$ cat src/rtl/alu_ctrl_md_if.sv
// alu_ctrl_md_if: instruction/operand bus and results of the ALU control and multiply/divide unit.
interface alu_ctrl_md_if #(parameter int WIDTH = 32);
    logic valid;
    logic [1:0] alu_op;
    logic [5:0] func;
    logic [WIDTH-1:0] a;
    logic [WIDTH-1:0] b;
    logic [2:0] alu_ctl;
    logic [1:0] res_sel;
    logic stall;
    logic md_busy;
    logic md_done;
    logic dbz;
    logic [WIDTH-1:0] hi;
    logic [WIDTH-1:0] lo;
    modport master (output valid, alu_op, func, a, b,
                    input alu_ctl, res_sel, stall, md_busy, md_done, dbz, hi, lo);
    modport slave (input valid, alu_op, func, a, b,
                   output alu_ctl, res_sel, stall, md_busy, md_done, dbz, hi, lo);
endinterface

$ cat src/rtl/alu_ctrl_md.sv
// alu_ctrl_md: ALU control decode plus iterative shift-add multiplier / restoring divider with HI/LO.
// Define ALU_MD_SIGNED_EN for signed mult/div (func 24/26); otherwise all mult/div are unsigned.
module alu_ctrl_md #(parameter int WIDTH = 32) (
    input logic clk,
    input logic rst_n,
    alu_ctrl_md_if.slave bus
);
    localparam int CW = $clog2(WIDTH) + 1;
    typedef enum logic [1:0] {IDLE, MUL, DIV, DONE} state_t;
    state_t state;
    logic [CW-1:0] cnt;
    logic [WIDTH-1:0] r, q, d, nr, nq, ua, ub;
    logic [WIDTH:0] sum, sh, diff;
    logic [2*WIDTH-1:0] res;
    logic [2:0] fd;
    logic rd, is_md, is_mul, can_go, md_start;
`ifdef ALU_MD_SIGNED_EN
    logic sgn, neg_p, neg_r;
`endif
    always_comb begin
        fd = (bus.func == 6'd32 || bus.func == 6'd33) ? 3'b000 :
             (bus.func == 6'd34 || bus.func == 6'd35) ? 3'b011 :
             bus.func == 6'd36 ? 3'b001 :
             bus.func == 6'd37 ? 3'b010 :
             bus.func == 6'd38 ? 3'b110 :
             bus.func == 6'd39 ? 3'b101 :
             (bus.func == 6'd42 || bus.func == 6'd43) ? 3'b100 : 3'b000;
        bus.alu_ctl = bus.alu_op == 2'd0 ? 3'b000 : bus.alu_op == 2'd1 ? 3'b011 :
                      bus.alu_op == 2'd3 ? 3'b010 : fd;
        bus.res_sel = bus.alu_op == 2'd2 && bus.func == 6'd16 ? 2'b01 :
                      bus.alu_op == 2'd2 && bus.func == 6'd18 ? 2'b10 : 2'b00;
        rd = bus.valid && bus.alu_op == 2'd2;
        is_md = bus.func[5:2] == 4'b0110;
        is_mul = ~bus.func[1];
        can_go = state == IDLE || state == DONE;
        md_start = rd && is_md && can_go;
        bus.stall = rd && bus.md_busy && (is_md || bus.func[5:2] == 4'b0100);
`ifdef ALU_MD_SIGNED_EN
        sgn = ~bus.func[0];
        ua = sgn && bus.a[WIDTH-1] ? -bus.a : bus.a;
        ub = sgn && bus.b[WIDTH-1] ? -bus.b : bus.b;
`else
        ua = bus.a;
        ub = bus.b;
`endif
        // one iteration of either algorithm; r/q carry the high/low halves
        sum = {1'b0, r} + (q[0] ? {1'b0, d} : '0);
        sh = {r, q[WIDTH-1]};
        diff = sh - {1'b0, d};
        nr = state == MUL ? sum[WIDTH:1] : (diff[WIDTH] ? sh[WIDTH-1:0] : diff[WIDTH-1:0]);
        nq = state == MUL ? {sum[0], q[WIDTH-1:1]} : {q[WIDTH-2:0], ~diff[WIDTH]};
`ifdef ALU_MD_SIGNED_EN
        res = state == MUL ? (neg_p ? -{nr, nq} : {nr, nq}) : {neg_r ? -nr : nr, neg_p ? -nq : nq};
`else
        res = {nr, nq};
`endif
    end
    always_ff @(posedge clk or negedge rst_n) begin
        if (!rst_n) begin
            state <= IDLE;
            cnt <= '0;
            r <= '0;
            q <= '0;
            d <= '0;
            bus.hi <= '0;
            bus.lo <= '0;
            bus.dbz <= 1'b0;
            bus.md_busy <= 1'b0;
            bus.md_done <= 1'b0;
`ifdef ALU_MD_SIGNED_EN
            neg_p <= 1'b0;
            neg_r <= 1'b0;
`endif
        end else if (state == MUL || state == DIV) begin
            cnt <= cnt + 1'b1;
            r <= nr;
            q <= nq;
            if (cnt == CW'(WIDTH - 1)) begin
                state <= DONE;
                bus.md_busy <= 1'b0;
                bus.md_done <= 1'b1;
                {bus.hi, bus.lo} <= res;
            end
        end else begin
            state <= IDLE;
            bus.md_done <= 1'b0;
            if (md_start && !is_mul && bus.b == '0) begin
                state <= DONE;
                bus.md_done <= 1'b1;
                bus.hi <= bus.a;
                bus.lo <= '1;
                bus.dbz <= 1'b1;
            end else if (md_start) begin
                state <= is_mul ? MUL : DIV;
                bus.md_busy <= 1'b1;
                cnt <= '0;
                r <= '0;
                q <= is_mul ? ub : ua;
                d <= is_mul ? ua : ub;
                if (!is_mul) bus.dbz <= 1'b0;
`ifdef ALU_MD_SIGNED_EN
                neg_p <= sgn && (bus.a[WIDTH-1] ^ bus.b[WIDTH-1]);
                neg_r <= sgn && bus.a[WIDTH-1];
`endif
            end else if (rd && bus.func == 6'd17 && can_go) begin
                bus.hi <= bus.a;
            end else if (rd && bus.func == 6'd19 && can_go) begin
                bus.lo <= bus.a;
            end
        end
    end
endmodule

$ cat src/flat_wrapper.sv
// flat-port wrapper written by rule: the top's interface ports become plain ports
module alu_ctrl_md_flat 
#(parameter int WIDTH = 32)
  (clk, rst_n, bus_valid, bus_alu_op, bus_func, bus_a, bus_b, bus_alu_ctl, bus_res_sel, bus_stall, bus_md_busy, bus_md_done, bus_dbz, bus_hi, bus_lo);
  alu_ctrl_md_if #(.WIDTH(WIDTH)) bus_i ();
  input logic clk;
  input logic rst_n;
  input wire logic [$bits(bus_i.valid)-1:0] bus_valid;
  input wire logic [$bits(bus_i.alu_op)-1:0] bus_alu_op;
  input wire logic [$bits(bus_i.func)-1:0] bus_func;
  input wire logic [$bits(bus_i.a)-1:0] bus_a;
  input wire logic [$bits(bus_i.b)-1:0] bus_b;
  output wire logic [$bits(bus_i.alu_ctl)-1:0] bus_alu_ctl;
  output wire logic [$bits(bus_i.res_sel)-1:0] bus_res_sel;
  output wire logic [$bits(bus_i.stall)-1:0] bus_stall;
  output wire logic [$bits(bus_i.md_busy)-1:0] bus_md_busy;
  output wire logic [$bits(bus_i.md_done)-1:0] bus_md_done;
  output wire logic [$bits(bus_i.dbz)-1:0] bus_dbz;
  output wire logic [$bits(bus_i.hi)-1:0] bus_hi;
  output wire logic [$bits(bus_i.lo)-1:0] bus_lo;
  assign bus_i.valid = bus_valid;
  assign bus_i.alu_op = bus_alu_op;
  assign bus_i.func = bus_func;
  assign bus_i.a = bus_a;
  assign bus_i.b = bus_b;
  assign bus_alu_ctl = bus_i.alu_ctl;
  assign bus_res_sel = bus_i.res_sel;
  assign bus_stall = bus_i.stall;
  assign bus_md_busy = bus_i.md_busy;
  assign bus_md_done = bus_i.md_done;
  assign bus_dbz = bus_i.dbz;
  assign bus_hi = bus_i.hi;
  assign bus_lo = bus_i.lo;
  alu_ctrl_md #(.WIDTH(WIDTH)) u_core (.clk(clk), .rst_n(rst_n), .bus(bus_i));
endmodule
$ cat config.mk
export PLATFORM = sky130hd
export DESIGN_NAME = alu_ctrl_md_flat
export DESIGN_NICKNAME = d
export VERILOG_FILES = /design/src/rtl/alu_ctrl_md_if.sv /design/src/rtl/alu_ctrl_md.sv /design/src/flat_wrapper.sv
export SDC_FILE = /design/constraint.sdc
export NUM_CORES = 1
export LEC_CHECK = 0
export ABC_CLOCK_PERIOD_IN_PS = 5200
export CAP_MARGIN = 10
export CORE_MARGIN = 10
export CORE_UTILIZATION = 30
export CTS_BUF_LIST = sky130_fd_sc_hd__clkbuf_8
export CTS_CLUSTER_SIZE = 20
export DETAILED_ROUTE_END_ITERATION = 8
export PLACE_DENSITY = 0.58
export REMOVE_ABC_BUFFERS = 1
export SLEW_MARGIN = 20
export SYNTH_ARGS = -nofsm -noshare
export SYNTH_HDL_FRONTEND = slang
export SYNTH_SLANG_ARGS = --single-unit
$ cat constraint.sdc
create_clock -name clk -period 5.2 [get_ports clk]
set_input_delay 0.78 -clock clk [delete_from_list [all_inputs] [get_ports clk]]
set_output_delay 0.78 -clock clk [all_outputs]
set_load 0.03 [all_outputs]
# == Word-level counts from Yosys, hierarchy flattened ==
# Index checks and enable logic that the tools add are counted.
# W data, S select, Z words.
# word_totals
ff_bits,171
output_inout_bits,73
word_cells,129
in_bits,75
# classes
eq_ne,27
n_mux,53
n_reduce_logical,33
addsub,3
bitwise_logic,3
# ops
cell,count
$mux W32,23
$eq A6 B6 Y1 const B,10
$add A32 B33 Y33,1
$sub A33 B32 Y33,1
$logic_not A32 Y1,1
$eq A6 B5 Y1 const B,5
$mux W3,10
$mux W6,3
$mux W2,7
$logic_and A1 B1 Y1,13
$reduce_and A3 Y1,4
$mux W1,10
$eq A2 B2 Y1 const B,4
$eq A4 B3 Y1 const B,2
$add A6 B1 Y6 const B,1
$logic_or A1 B1 Y1,6
$reduce_bool A2 Y1,3
$reduce_bool A3 Y1,2
$eq A2 B1 Y1 const B,2
$logic_not A2 Y1,2
$reduce_and A4 Y1,1
$ne A3 B1 Y1 const B,1
$ne A3 B3 Y1 const B,1
$not A1 Y1,3
3 further kinds,3

# == Longest topological paths before layout ==
# depth
word_depth,12
ltp_mapped,13
mapped_depth_nobuf,12

# == Worst setup path before layout ==
# Ideal clock, no wire load.
# synth_path
path_type,input to output
start,input port bus_func[1]
end,output port bus_alu_ctl[0]
t_required_ns,4.420
t_arrival_ns,2.676
setup_slack_ns,1.744
n_path_buf,2
stages,4
cell_sequence,clkbuf_1 > buf_1 > xnor2_1 > o41ai_1
# synth_via
elab_chain_len,10
elab_cells_between_ends,19
cone_classes,eq/ne: 8; mux: 9; reduce/logical: 2
# synth_rtl
element,line,text
start: declaration,flat_wrapper.sv:10,input wire logic [$bits(bus_i.func)-1:0] bus_func;
$eq A6 B6 Y1,alu_ctrl_md.sv:26,bus.func == 6'd39 ? 3'b101 :
$mux W3,alu_ctrl_md.sv:26,
$mux W3,alu_ctrl_md.sv:25,bus.func == 6'd38 ? 3'b110 :
$mux W3,alu_ctrl_md.sv:24,bus.func == 6'd37 ? 3'b010 :
$mux W3,alu_ctrl_md.sv:23,bus.func == 6'd36 ? 3'b001 :
$mux W3,alu_ctrl_md.sv:22,(bus.func == 6'd34 || bus.func == 6'd35) ? 3'b011 :
$mux W3 (*),alu_ctrl_md.sv:21,fd = (bus.func == 6'd32 || bus.func == 6'd33) ? 3'b000 :
$mux W3 (*),alu_ctrl_md.sv:29,bus.alu_op == 2'd3 ? 3'b010 : fd;
$mux W3 (*) (2 in series),alu_ctrl_md.sv:28,bus.alu_ctl = bus.alu_op == 2'd0 ? 3'b000 : bus.alu_op == 2'd1 ? 3'b011 :
end: declaration,flat_wrapper.sv:13,output wire logic [$bits(bus_i.alu_ctl)-1:0] bus_alu_ctl;
# Mark *: on every way between the ends. The rest lies on a longest branch, timed or not.

# == Worst setup path in the final report ==
# layout_path
start,register u_core.q[0]
end,register u_core.bus.hi[23]
# layout_via
elab_chain_len,5
# layout_rtl
element,line,text
start: declaration,alu_ctrl_md.sv:12,"logic [WIDTH-1:0] r, q, d, nr, nq, ua, ub;"
start signal: assignment,alu_ctrl_md.sv:77,q <= nq;
start signal: assignment,alu_ctrl_md.sv:98,q <= is_mul ? ub : ua;
$mux W32,alu_ctrl_md.sv:47,"sum = {1'b0, r} + (q[0] ? {1'b0, d} : '0);"
$add A32 B33 Y33,alu_ctrl_md.sv:47,
$mux W32,alu_ctrl_md.sv:50,nr = state == MUL ? sum[WIDTH:1] : (diff[WIDTH] ? sh[WIDTH-1:0] : diff[WIDTH-1:0]);
$mux W32,alu_ctrl_md.sv:78,if (cnt == CW'(WIDTH - 1)) begin
$mux W32,alu_ctrl_md.sv:74,end else if (state == MUL || state == DIV) begin
end signal: assignment,alu_ctrl_md.sv:82,"{bus.hi, bus.lo} <= res;"
end signal: assignment,alu_ctrl_md.sv:90,bus.hi <= bus.a;
end signal: assignment,alu_ctrl_md.sv:106,bus.hi <= bus.a;
end: declaration,alu_ctrl_md_if.sv:19,"output alu_ctl, res_sel, stall, md_busy, md_done, dbz, hi, lo);"
# Every way passes these cells. The select of a mux whose other input is x is not followed.
# A chain may end at the register's enable or synchronous reset.

==> impl_metrics.csv <==
group,metric,value,unit
clock_network,worstSkewPairLatency,530,ps
sta,finalSetupTns,0,ps
clock_network,cts_buffers,17,
power,powerDensity,552,mW/mm²
route,wire_per_inst,20.9,µm
global_route,antenna_found_initial,2,
clock_network,clkSinkCount,171,
clock_network,htree_levels,4,
power,p_leak,0.00641,µW
placed_design,gp_congestion,0.939,
synthesis,synth_area_leaders,"dfrtp_1 (34%), a21oi_1 (7.3%), ha_1 (6.6%)",
sta,slew_violations,0,
route,antenna_left,0,
setup_path,start_kind,"register",
synthesis,avgSynthCellArea,8.23,µm²
synthesis,synth.distinct_cells,71,
sta,setup_viol,0,
global_route,grt_use_total,17.7,%
setup_path,cp-end-kind,"register",
global_route,overflow,0,
route,vias,11900,
placed_design,port_buffers,147,
synthesis,synth_edf_count,0,
setup_path,cp_data_arrival_time,4540,ps
hold_path,hold_path_class,"in2async",
sta,fmax,0.244,GHz
cells_and_area,fin_nets,1760,
clock_network,cts_resized,0,
synthesis,ys_top_cells_by_count,"a21oi_1 (183), dfrtp_1 (171), nand2_1 (164), nor2_1 (139), o21ai_0 (87)",
setup_path,cp.required,5640,ps
synthesis,synth_cells,1522,
power,ir_drop,237,µV
clock_network,cts_tree,"built",
clock_network,cts_buffer_depth,2,
clock_network,cts_setup_buffers,0,
synthesis,synth-seq-cells,171,
cells_and_area,final_util,36.4,%
route,vias_per_cell,5.52,
sta,rsz0062_at_grt,"false",
clock_network,cts_hold_buf,0,
global_route,grt_max_degree,99,
floorplanning,fp.coreArea,0.0410,mm²
setup_path,critPathKind,"reg2reg",
run_status,status,"finished clean",
global_route,grt_pass1_vias,11800,
synthesis,synth.most_common_cell,"a21oi_1",
floorplanning,die_h,224,µm
cells_and_area,area_growth,19.1,%
global_route,grt_pass1_wl,70.4,mm
cells_and_area,drive_above_1_share,4.79,%
floorplanning,initial_core_util,30.5,%
route,drcViolationCount,0,
synthesis,async_reset_ff_share,100,%
synthesis,synthesis.area,0.0125,mm²
floorplanning,io_pins,148,
route,drt-total-wl,45.2,mm
placed_design,dpl.hpwl,33.7,mm
synthesis,ys.flop_type,"dfrtp_1",
route,drtIter0Drc,1146,
sta,min_period,4100,ps
clock_network,cts.clk_slew.worst_paths,90,ps
floorplanning,fp.dieArea,0.0503,mm²
flow_run,maxCapViolations,0,
sta,min_period_over_period,78.9,%
sta,tightest_slew,974,ps
setup_path,crit_fanout,10,
floorplanning,fp.dieW,224,µm
synthesis,synth_warnings,0,
sta,slew_headroom,34.8,%
synthesis,synth_top_area_share,34.2,%
synthesis,synth_area_leader_cell,"dfrtp_1",
floorplanning,fp-row-count,74,
sta,hold_viol,0,
placed_design,dp_slack,1060,ps
setup_path,rr_worst_depth,12,
route,detail_route.first_pass.iterations,6,
clock_network,clockRootBuffer,"clkbuf_8",
sta,fin_ws,1100,ps
sta,skew,25.6,ps
synthesis,synth_seq_area_share,34.2,%
[power breakdown]
part,internal (µW),switching [µW]
Sequential,1790,479
Combinational,2000,2960
Clock,456,563
[worst max-delay path, stage by stage (launching register included)]
cell and delay, ps:
dfrtp_1 520, and2_1 210, ha_1 240, fa_1 460
a21oi_1 240, o21ai_0 220, and3_1 320, o211ai_1 410
a21o_1 350, nor2_1 90, a2111oi_0 650, a221oi_1 170
a21oi_1 160
[cells in the final DEF, fill, tap and decap left out, types with 8 or more instances in the layout]
| cell | instances |
|---|---|
| buf_4 | 22 |
| ha_1 | 65 |
| inv_1 | 48 |
| o211ai_1 | 14 |
| o21a_1 | 14 |
| mux2_1 | 8 |
| dfrtp_1 | 171 |
| nor3_1 | 13 |
| nand2_1 | 163 |
| nand3_1 | 28 |
| o31ai_1 | 9 |
| nor4_1 | 8 |
| nand4_1 | 10 |
| xnor2_1 | 29 |
| nor2b_1 | 38 |
| and3_1 | 20 |
| clkdlybuf4s50_1 | 145 |
| o21ai_0 | 87 |
| mux2i_1 | 69 |
| o21bai_1 | 32 |
| a21oi_1 | 181 |
| a31oi_1 | 49 |
| a211oi_1 | 33 |
| nand2b_1 | 8 |
| and2_1 | 42 |
| o21ai_1 | 8 |
| a21o_1 | 27 |
| nor2_1 | 139 |
| clkbuf_8 | 19 |
| xor2_1 | 25 |
[final cells by class]
type	count	area, µm²
Fill cell	4271	26100
Multi-Input combinational cell	1211	7740
Sequential cell	171	4280
Timing Repair Buffer	169	1650
Tap cell	532	666
Clock buffer	19	262
Inverter	47	176
Clock inverter	13	143
Antenna cell	1	2.50
[through the flow]
| stage | hold slack [ps] | instances | area, µm² | total power, µW |
|---|---|---|---|---|
| 2_1_floorplan | 463 | 1429 | 12100 | 5500 |
| 3_3_place_gp | 479 | 2130 | 14500 | 7130 |
| 3_5_place_dp | 476 | 2130 | 14500 | 7160 |
| 4_1_cts | 386 | 2162 | 14900 | 8210 |
| 5_1_grt | 428 | 2163 | 14900 | 8810 |
| 6_report | 365 | 2163 | 14900 | 8240 |
[worst paths after layout]
path                                            startpoint                             to  slack, ps
max in group asynchronous                            rst_n       u_core.q[14]$_DFFE_PN0P_       3680
min in group clk                u_core.bus.dbz$_DFFE_PN0P_     u_core.bus.dbz$_DFFE_PN0P_        500
worst max-delay path               u_core.q[0]$_DFFE_PN0P_  u_core.bus.hi[23]$_DFFE_PN0P_       1100
worst min register to register  u_core.bus.dbz$_DFFE_PN0P_     u_core.bus.dbz$_DFFE_PN0P_        500
worst max register to register     u_core.q[0]$_DFFE_PN0P_  u_core.bus.hi[23]$_DFFE_PN0P_       1100
worst min-delay path                                 rst_n   u_core.bus.lo[6]$_DFFE_PN0P_        360
[cell families after synthesis]
group / share of synthesized area, %
flip-flops: 34.2
multiplexers: 6.87
AND/OR/NAND/NOR: 18.4
buffers and inverters: 4.39
adder cells (fa/ha/maj): 6.92
AO/OA/AOI/OAI: 25.5
XOR/XNOR: 3.78
[state kept, by name (all words and copies together) (netlist names)]
register,flops
u_core.d,32
u_core.bus.hi,32
u_core.bus.md_busy,1
u_core.q,32
u_core.bus.md_done,1
u_core.bus.dbz,1
u_core.cnt,6
u_core.state,2
u_core.r,32
u_core.bus.lo,32
[metal layers]
metal  part of all wire (%)  vias up  GRT usage [%]
li1                       -     5678              -
met1                     45     5799           23.7
met2                     46      393           28.6
met3                    6.1       67           3.07
met4                    2.2        2           5.26
met5                  0.018        -              0
Power figures use the tool's default switching activity.
